File: config.mk
export PLATFORM = sky130hd
export DESIGN_NAME = imem_sync
export DESIGN_NICKNAME = d
export VERILOG_FILES = /design/src/rtl/imem_sync.sv
export SDC_FILE = /design/constraint.sdc
export NUM_CORES = 1
export LEC_CHECK = 0
export CAP_MARGIN = 0
export CORE_ASPECT_RATIO = 0.9
export CORE_MARGIN = 5
export CORE_UTILIZATION = 55
export CTS_CLUSTER_SIZE = 25
export DETAILED_ROUTE_END_ITERATION = 10
export GPL_TIMING_DRIVEN = 1
export PLACE_DENSITY = 0.82
export SLEW_MARGIN = 10
export SYNTH_ARGS = -nofsm -noshare
export SYNTH_HDL_FRONTEND = slang
export SYNTH_SLANG_ARGS = --single-unit
export TNS_END_PERCENT = 5
File: constraint.sdc
create_clock -name clk -period 2.6 [get_ports clk]
set_input_delay 0.39 -clock clk [delete_from_list [all_inputs] [get_ports clk]]
set_output_delay 0.39 -clock clk [all_outputs]
set_load 0.02 [all_outputs]
File: src/rtl/imem_sync.sv
// -----------------------------------------------------------------------------
// imem_sync -- synchronous instruction memory for the 5-stage core.
//
// Sits between PC/IF and the IF/ID register. The memory is word-organised
// (32-bit, little-endian) and has a one-cycle registered fetch with stall and
// flush. A run-time program-load port writes the array. Fetches are refused
// while a load is in progress. Out-of-range fetches return OOR_WORD (HALT by
// default), so a runaway PC stops the pipe.
//
// Optional feature macro: IMEM_MISALIGN_TRAP_EN
//   defined   : a fetch with fetch_addr[1:0] != 0 returns OOR_WORD and sets
//               misalign.
//   undefined : fetch_addr[1:0] is ignored (word-aligned read) and misalign
//               is always 0.
//
// Ports
//   clk          in   1        clock; all state changes on the rising edge
//   rst          in   1        synchronous, active-high reset
//   fetch_req    in   1        IF requests the instruction at fetch_addr
//   fetch_addr   in   32       byte address (PC)
//   fetch_stall  in   1        hold the current fetch result
//   fetch_flush  in   1        kill the in-flight fetch (overrides stall)
//   instr_out    out  32       fetched instruction
//   instr_valid  out  1        instr_out is a valid fetch result
//   misalign     out  1        returned fetch was misaligned (trap build only)
//   prog_we      in   1        write prog_wdata to word prog_idx
//   prog_idx     in   IDX_W+1  word index for the program write
//   prog_wdata   in   32       instruction word to write
//   prog_last    in   1        qualifies prog_we: final word of the burst
//   prog_busy    out  1        load in progress; fetches are refused
//   prog_count   out  IDX_W+1  in-range words written since the load started
//   prog_err     out  1        sticky: an out-of-range prog_idx was written
// -----------------------------------------------------------------------------
module imem_sync #(
  parameter int          DEPTH_WORDS = 32,
  parameter logic [31:0] NOP_WORD    = 32'h0000_0013,
  parameter logic [31:0] OOR_WORD    = 32'h0000_007F,
  localparam int         IDX_W       = $clog2(DEPTH_WORDS)
) (
  input  logic             clk,
  input  logic             rst,
  input  logic             fetch_req,
  input  logic [31:0]      fetch_addr,
  input  logic             fetch_stall,
  input  logic             fetch_flush,
  output logic [31:0]      instr_out,
  output logic             instr_valid,
  output logic             misalign,
  input  logic             prog_we,
  input  logic [IDX_W:0]   prog_idx,
  input  logic [31:0]      prog_wdata,
  input  logic             prog_last,
  output logic             prog_busy,
  output logic [IDX_W:0]   prog_count,
  output logic             prog_err
);

  typedef enum logic [1:0] {
    ST_RUN   = 2'd0,
    ST_PROG  = 2'd1,
    ST_DRAIN = 2'd2
  } state_e;

  localparam logic [IDX_W:0] DEPTH_CNT = (IDX_W + 1)'(DEPTH_WORDS);

  logic [31:0] mem [DEPTH_WORDS];

  state_e         state_q, state_d;
  logic [31:0]    instr_q, instr_d;
  logic           valid_q, valid_d;
  logic           mis_q, mis_d;
  logic           busy_q, busy_d;
  logic [IDX_W:0] count_q, count_d;
  logic           err_q, err_d;
  logic           mem_we;

  // Fetch address decode. The range test uses the full word address, so a
  // high PC cannot alias back into the array through the truncated index.
  logic [29:0]      fetch_word;
  logic [IDX_W-1:0] fetch_idx;
  logic             fetch_oor;
  logic             fetch_mis;
  logic             prog_oor;

  assign fetch_word = fetch_addr[31:2];
  assign fetch_idx  = fetch_addr[IDX_W+1:2];
  assign fetch_oor  = (fetch_word >= 30'(DEPTH_WORDS));
  assign prog_oor   = (prog_idx >= DEPTH_CNT);

`ifdef IMEM_MISALIGN_TRAP_EN
  assign fetch_mis = (fetch_addr[1:0] != 2'b00);
`else
  // Byte offset is deliberately ignored in this build.
  logic unused_addr_lsb;
  assign unused_addr_lsb = ^fetch_addr[1:0];
  assign fetch_mis       = 1'b0;
`endif

  always_comb begin
    // NOTE: every signal assigned here gets a default first, so no path can
    // leave it unassigned and infer a latch.
    state_d = state_q;
    instr_d = instr_q;
    valid_d = 1'b0;
    mis_d   = mis_q;
    count_d = count_q;
    err_d   = err_q;
    mem_we  = 1'b0;

    // Program-load sequencing.
    unique case (state_q)
      ST_RUN: begin
        if (prog_we) begin
          // The first write of a burst restarts the count and the error flag.
          mem_we  = !prog_oor;
          count_d = prog_oor ? '0 : (IDX_W + 1)'(1);
          err_d   = prog_oor;
          state_d = prog_last ? ST_DRAIN : ST_PROG;
        end
      end
      ST_PROG: begin
        if (prog_we) begin
          mem_we = !prog_oor;
          if (!prog_oor && (count_q < DEPTH_CNT)) begin
            count_d = count_q + 1'b1;
          end
          err_d = err_q | prog_oor;
          if (prog_last) begin
            state_d = ST_DRAIN;
          end
        end
      end
      // DRAIN separates the last write from the first fetch, so a read can
      // never meet a write to the same word.
      ST_DRAIN: state_d = ST_RUN;
      default:  state_d = ST_RUN;
    endcase

    // Fetch path. Priority is load > flush > stall > request.
    if ((state_q != ST_RUN) || prog_we) begin
      instr_d = NOP_WORD;
      valid_d = 1'b0;
      mis_d   = 1'b0;
    end else if (fetch_flush) begin
      instr_d = NOP_WORD;
      valid_d = 1'b0;
      mis_d   = 1'b0;
    end else if (fetch_stall) begin
      valid_d = valid_q;
    end else if (fetch_req) begin
      valid_d = 1'b1;
      mis_d   = fetch_mis;
      instr_d = (fetch_oor || fetch_mis) ? OOR_WORD : mem[fetch_idx];
    end

    busy_d = (state_d != ST_RUN);
  end

  always_ff @(posedge clk) begin
    // NOTE: registered state uses non-blocking assignments, so every flop
    // samples values from before this edge regardless of statement order.
    if (rst) begin
      state_q <= ST_RUN;
      instr_q <= NOP_WORD;
      valid_q <= 1'b0;
      mis_q   <= 1'b0;
      busy_q  <= 1'b0;
      count_q <= '0;
      err_q   <= 1'b0;
    end else begin
      state_q <= state_d;
      instr_q <= instr_d;
      valid_q <= valid_d;
      mis_q   <= mis_d;
      busy_q  <= busy_d;
      count_q <= count_d;
      err_q   <= err_d;
    end
  end

  // NOTE: the array has no reset. This keeps it mappable to RAM, and a reset
  // in the middle of a load leaves the words already written in place.
  always_ff @(posedge clk) begin
    if (mem_we && !rst) begin
      mem[prog_idx[IDX_W-1:0]] <= prog_wdata;
    end
  end

  assign instr_out   = instr_q;
  assign instr_valid = valid_q;
  assign misalign    = mis_q;
  assign prog_busy   = busy_q;
  assign prog_count  = count_q;
  assign prog_err    = err_q;

endmodule

==> run_results.csv, run 1 <==
group,metric,value,unit
status,outcome,"completed",
floorplanning,die_h,269,um
detailed_routing,vias_per_cell,6.66,
critical_path,cpMaxStageDelayCell,"clkdlybuf4s50_1",
sta,hold_viol,0,
finish,num_antenna_cells,0,
power,ir_drop,0.643,mV
synthesis,synth-xor-area-share,0.000857,
synthesis,synth.area.mux_share,0.164,
detailed_routing,drcViolationCount,0,
synthesis,synthFlopType,"edfxtp_1",
synthesis,yosysSeqAreaShare,0.773,
clock_tree,tritoncts,"yes",
floorplanning,die-area,79900,sq um
synthesis,synthAdderAreaFrac,0.000306,
detailed_routing,drt_wl_total,103000,um
synthesis,ys_types,51,
synthesis,synth_edf_count,1024,
sta,fmax,0.469,GHz
synthesis,ys_warn_count,0,
placement,placedInstanceArea,44900,sq um
global_route,grtUsageTotal,0.258,
global_route,antenna_found_initial,0,
clock_tree,cts.sinks,1067,
placement,place_hpwl,55600,um
placement,numPortBuffers,115,
finish,num-fill-cells,4382,
clock_tree,cts-resized-gates,0,
job,maxCapViolCount,0,
critical_path,rrSetupSlack,0.50,ns
critical_path,crit_arrival,1.74,ns
critical_path,crit_chain,"clkdlybuf4s50_1",
critical_path,cp_num_buf_inv,1,
floorplanning,std_cell_rows,94,
detailed_routing,vias,21200,
floorplanning,ios,119,
floorplanning,initial_core_util,0.557,
critical_path,critical_path.endpoint,"instr_out[20]",
critical_path,crit_required,2.21,ns
critical_path,cp-end-kind,"primary output",
detailed_routing,ant_nets,0,
global_route,grt_max_degree,46,
finish,layoutNonFillerInstCount,3181,
critical_path,path_depth,1,
synthesis,synth_simple_gate_area_share,0.0161,
finish,nNetsFinal,2220,
clock_tree,root_buffer,"clkbuf_16",
critical_path,reg2reg_from,"state_q[1]",
critical_path,crit_family,"buffers and inverters",
power,leakagePower,0.0155,uW
power,power.total,35300,uW
sta,clock_skew,0.0575,ns
clock_tree,numCtsBuffers,101,
sta,worst_pin_slew,1.01,ns
finish,stdcell_area,48200,sq um
sta,finalCritPeriodShare,0.820,
critical_path,crit_type,"reg2out",
sta,timing.final.max_slew_violations,0,
finish,areaGrowthSynthToFinish,18.0,%
clock_tree,holdBufCountCts,0,
sta,finalSetupViolations,0,
synthesis,synthesis.nets,1927,
placement,gp_congestion,0.803,
critical_path,crit_start,"instr_out[20]",
synthesis,synth-seq-cells,1067,
detailed_routing,wl_per_cell,32.4,um
synthesis,async_flop_share,0,
synthesis,synth_area_per_cell,22.1,sq um
clock_tree,clockBufferDepth,3,
synthesis,synthesis.area,40900,sq um
min_path,min_path_type,"in2reg",
synthesis,syn_inst,1849,
sta,rsz0062_at_grt,"no",
clock_tree,post-cts-setup-buffers,0,
floorplanning,fp.coreArea,73400,sq um
global_route,grt_pass1_wl,149000,um
placement,placed_cells,2999,
clock_tree,clkTransAtPathRegs,0.06,ns
detailed_routing,dr.pass1.iters,5,
synthesis,synth_top_family_by_area,"multiplexers",
finish,drive_gt1_frac,0.278,
min_path,min_path_cells,3,
power,pwr_density_cell,732,nW/um^2
critical_path,cp-start-kind,"flop",
detailed_routing,drt-initial-drc-count,3190,
clock_tree,insertion_delay,0.67,ns
critical_path,crit_fanout,2,
clock_tree,htree_levels,3,
global_route,overflow,0,
critical_path,r2r_end,"mem[26][15]",
sta,relSlewSlack,0.328,
sta,finalCriticalPeriod,2.13,ns
global_route,grt_pass1_vias,22000,
critical_path,r2r_cells,6,
synthesis,synth_compound_area_frac,0.0307,
critical_path,max_stage_delay,0.64,ns
floorplanning,die_w,297,um
==> cell usage after synthesis (3+ instances only) <==
cell type  number  share of area
a21oi_1        34         0.0042
a221oi_1       11         0.0024
a221oi_2        3         0.0011
a22o_1         23         0.0049
a22oi_1        27         0.0050
buf_2          41         0.0050
buf_4          17         0.0031
buf_6           6         0.0017
buf_8           3         0.0011
clkbuf_1       31         0.0028
dfxtp_1        43          0.021
edfxtp_1     1024           0.75
mux2_2         26         0.0072
mux2i_1       125          0.031
mux4_2        229           0.13
nand2_1        10        0.00092
nand2b_1       27         0.0041
nand3_1         6        0.00073
nand3b_1        5        0.00092
nand4_1         3        0.00046
nor2_1         51         0.0047
nor2b_1         5        0.00077
nor3_1          4        0.00049
nor4_1          7         0.0011
o211ai_1       23         0.0042
o21ai_0         6        0.00073
o221ai_1       23         0.0049
o311ai_1        3        0.00064
xor2_1          4        0.00086
==> registers in the layout (all words and copies together), names as in the netlist <==
signal	count
mem	1024
instr_out	32
prog_count	6
state_q	2
instr_valid	1
prog_busy	1
prog_err	1
==> logic make-up after synthesis <==
family | Yosys count
other cells | 1
xor+xnor | 4
flops | 1067
simple gates | 128
fa+ha+maj | 1
buf+inv | 102
mux | 380
compound gates | 166
==> how the worst min path moves through the flow <==
stage	from	end
floorplan	rst	prog_count[1]
global placement	instr_out[30]	instr_out[30]
detailed placement	instr_out[1]	instr_out[1]
CTS	prog_last	state_q[1]
global route	prog_last	state_q[1]
finish	prog_last	state_q[1]
==> layout by cell type (no fill, tap or decap), types with 26 or more instances in the layout <==
| cell | n |
|---|---|
| clkbuf_16 | 102 |
| mux2i_1 | 125 |
| a21oi_1 | 34 |
| dfxtp_1 | 43 |
| buf_4 | 119 |
| buf_12 | 57 |
| mux2_2 | 26 |
| nand2b_1 | 27 |
| clkdlybuf4s50_1 | 110 |
| mux4_2 | 229 |
| a22oi_1 | 27 |
| nor2_4 | 32 |
| edfxtp_1 | 1024 |
==> per-layer routing <==
layer | share of wire | routed length (um) | GRT usage | up-vias
li1 | - | - | - | 8414
met1 | 0.34 | 35500 | 0.343 | 10900
met2 | 0.50 | 51400 | 0.432 | 1573
met3 | 0.12 | 12000 | 0.0530 | 282
met4 | 0.040 | 4100 | 0.0945 | 0
met5 | 0 | 0 | 0 | -
==> per-stage QoR <==
| step | setup slack [ns] | utilization | setup TNS, ns | hold slack, ns |
|---|---|---|---|---|
| floorplan | -0.204 | - | -176.03 | 0.459 |
| global placement | 0.0730 | 0.612 | 0 | 0.448 |
| detailed placement | -0.0228 | 0.612 | -0.0228 | 0.461 |
| CTS | 0.465 | 0.657 | 0 | 0.315 |
| global route | 0.410 | 0.657 | 0 | 0.353 |
| finish | 0.467 | 0.657 | 0 | 0.355 |
==> power breakdown <==
group          internal (uW)  switching, uW
clock                   8440           6180
combinational            775           1010
sequential             18900           14.0
total                  28100           7210
==> cell type report <==
| class | instances | area [sq um] | area share |
|---|---|---|---|
| Multi-Input combinational cell | 680 | 8920 | 0.185 |
| Inverter | 2 | 7.51 | 0.000156 |
| Tap cell | 960 | 1200 | 0.0249 |
| Sequential cell | 1067 | 31600 | 0.655 |
| Clock inverter | 49 | 558 | 0.0116 |
| Clock buffer | 133 | 2750 | 0.0570 |
| Timing Repair Buffer | 290 | 3180 | 0.0660 |
Note: power is estimated with default switching activity, not from simulation.
==> run 2: changes to the inputs <==
==> constraint.sdc (replaced) <==
create_clock -name clk -period 1.75 [get_ports clk]
set_input_delay 0.2625 -clock clk [delete_from_list [all_inputs] [get_ports clk]]
set_output_delay 0.2625 -clock clk [all_outputs]
set_load 0.02 [all_outputs]
==> run_results.csv, run 2 (synthesis results as in run 1) <==
group,metric,value,unit
critical_path,cp-end-kind,"flop",
power,combPwrFrac,0.058,
job,maxCapViolCount,0,
power,p_clk_frac,0.404,
min_path,min_path_type,"in2reg",
finish,nNetsFinal,2316,
global_route,grt_pass1_wl,154000,um
status,outcome,"finished, violations left",
finish,largest_reg_flops,1024,
placement,numPortBuffers,115,
power,pwr_density_cell,1050,nW/um^2
floorplanning,die-area,79900,sq um
sta,finalCriticalPeriod,1.91,ns
clock_tree,htree_levels,3,
placement,place_hpwl,63200,um
clock_tree,clockBufferDepth,3,
critical_path,cp-start-kind,"flop",
power,power_frac_seq,0.538,
power,p_sw_frac,0.209,
clock_tree,holdBufCountCts,0,
sta,hold_viol,0,
detailed_routing,wl_per_cell,33.3,um
power,switching_power,10900,uW
critical_path,crit_arrival,2.27,ns
sta,setup_slack,-0.162,ns
power,ir_drop,0.807,mV
detailed_routing,drt_wl_total,109000,um
placement,gp_congestion,0.868,
sta,timing.final.max_slew_violations,0,
clock_tree,tritoncts,"yes",
detailed_routing,vias,22000,
detailed_routing,vias_per_cell,6.70,
finish,layout_commonest_cell,"edfxtp_1",
floorplanning,die_w,297,um
sta,holdWs,0.225,ns
sta,finalSetupViolations,713,
global_route,grt_max_degree,41,
clock_tree,cts.sinks,1067,
finish,mostFrequentLayoutCells,"1024 x edfxtp_1, 229 x mux4_2, 163 x buf_4, 111 x mux2i_1, 108 x clkbuf_16",
floorplanning,initial_core_util,0.557,
clock_tree,numCtsBuffers,100,
critical_path,crit_required,2.10,ns
sta,clock_skew,0.0161,ns
floorplanning,die_h,269,um
global_route,overflow,0,
floorplanning,ios,119,
critical_path,crit_type,"reg2reg",
detailed_routing,dr.pass1.iters,5,
sta,setup-tns-final,-35.36,ns
critical_path,crit_fanout,12,
clock_tree,clkTransAtPathRegs,0.06,ns
finish,layoutNonFillerInstCount,3283,
sta,rsz0062_at_grt,"yes",
global_route,grt_pass1_vias,22600,
detailed_routing,ant_nets,0,
status,violations,"negative setup slack",
detailed_routing,drcViolationCount,0,
global_route,antenna_found_initial,4,
sta,fmax,0.523,GHz
floorplanning,std_cell_rows,94,
power,intPower,41200,uW
floorplanning,fp.coreArea,73400,sq um
finish,areaGrowthSynthToFinish,21.3,%
clock_tree,insertion_delay,0.65,ns
sta,finalCritPeriodShare,1.09,
clock_tree,root_buffer,"clkbuf_16",
placement,placed_cells,3082,
global_route,grtUsageTotal,0.264,
power,leakagePower,0.0163,uW
finish,drive_gt1_frac,0.319,
detailed_routing,drt-initial-drc-count,3306,
## run 2: cell count changes in the layout (fill, tap and decap cells not counted), moves of 16 or more
cell             previous run  this run
buf_12                     57        92
buf_4                     119       163
clkdlybuf4s50_1           110        69
dlygate4sd2_1               0        38
mux2_2                     26        10
mux2_4                      0        16
## run 2: area by class of cell
type / instances / area, sq um
multi-input combinational: 680 / 9160
fill: 4212 / 23800
sequential: 1067 / 31600
antenna: 1 / 2.50
inverter: 2 / 7.51
timing repair buffer: 387 / 4460
clock inverter: 52 / 443
clock buffer: 134 / 2690
tap: 960 / 1200
## run 2: repair_timing
| action | in CTS | in global routing |
|---|---|---|
| buffers inserted | 1 | 7 |
| pin swaps | 23 | 4 |
| resized for setup | 97 | 24 |
| hold endpoints to repair | 0 | 0 |
| gates cloned | 1 | 6 |
| setup endpoints to repair | 919 | 977 |
## run 2: power by group through the flow
| stage | clock (uW) | combinational [uW] | sequential (uW) |
|---|---|---|---|
| after floorplan | 0 | 1400 | 28600 |
| after global placement | 0 | 2730 | 28600 |
| after detailed placement | 0 | 2830 | 28600 |
| after CTS | 21100 | 2940 | 28000 |
| after global routing | 22400 | 3160 | 28000 |
| final | 21100 | 3040 | 28000 |
## run 2: worst paths after layout
path,cells past startpoint,to,start,slack [ns]
worst max-delay path,7,mem[29][8],state_q[1],-0.16
worst min-delay path,5,instr_out[29],fetch_addr[6],0.22
worst min register to register,2,instr_out[30],instr_out[30],0.47
worst max register to register,7,mem[29][8],state_q[1],-0.16
## run 2: routing by layer
layer	vias to the layer above	GRT usage	share of wire
met1	11300	0.342	0.34
met3	249	0.0898	0.13
met2	1753	0.431	0.49
met5	-	0	0.00025
met4	4	0.0871	0.033
li1	8629	-	-
## run 2: critical path: stages, from the launching register on
cell       delay (ns)
dfxtp_2          0.33
nand2b_4         0.16
nor3_4           0.23
nand3b_1         0.17
buf_12           0.21
nor2_4           0.14
buf_12           0.15
clkbuf_16        0.19
## run 2: stage by stage
step           area, sq um  total power [uW]   util  setup slack (ns)
6_report             49600             52100  0.676            -0.162
5_1_grt              49600             53600  0.676            -0.194
4_1_cts              49300             52100  0.671            -0.155
3_5_place_dp         46000             31400  0.626            -0.706
3_3_place_gp         46000             31300  0.626            -0.733
2_1_floorplan        41100             30000      -            -0.553
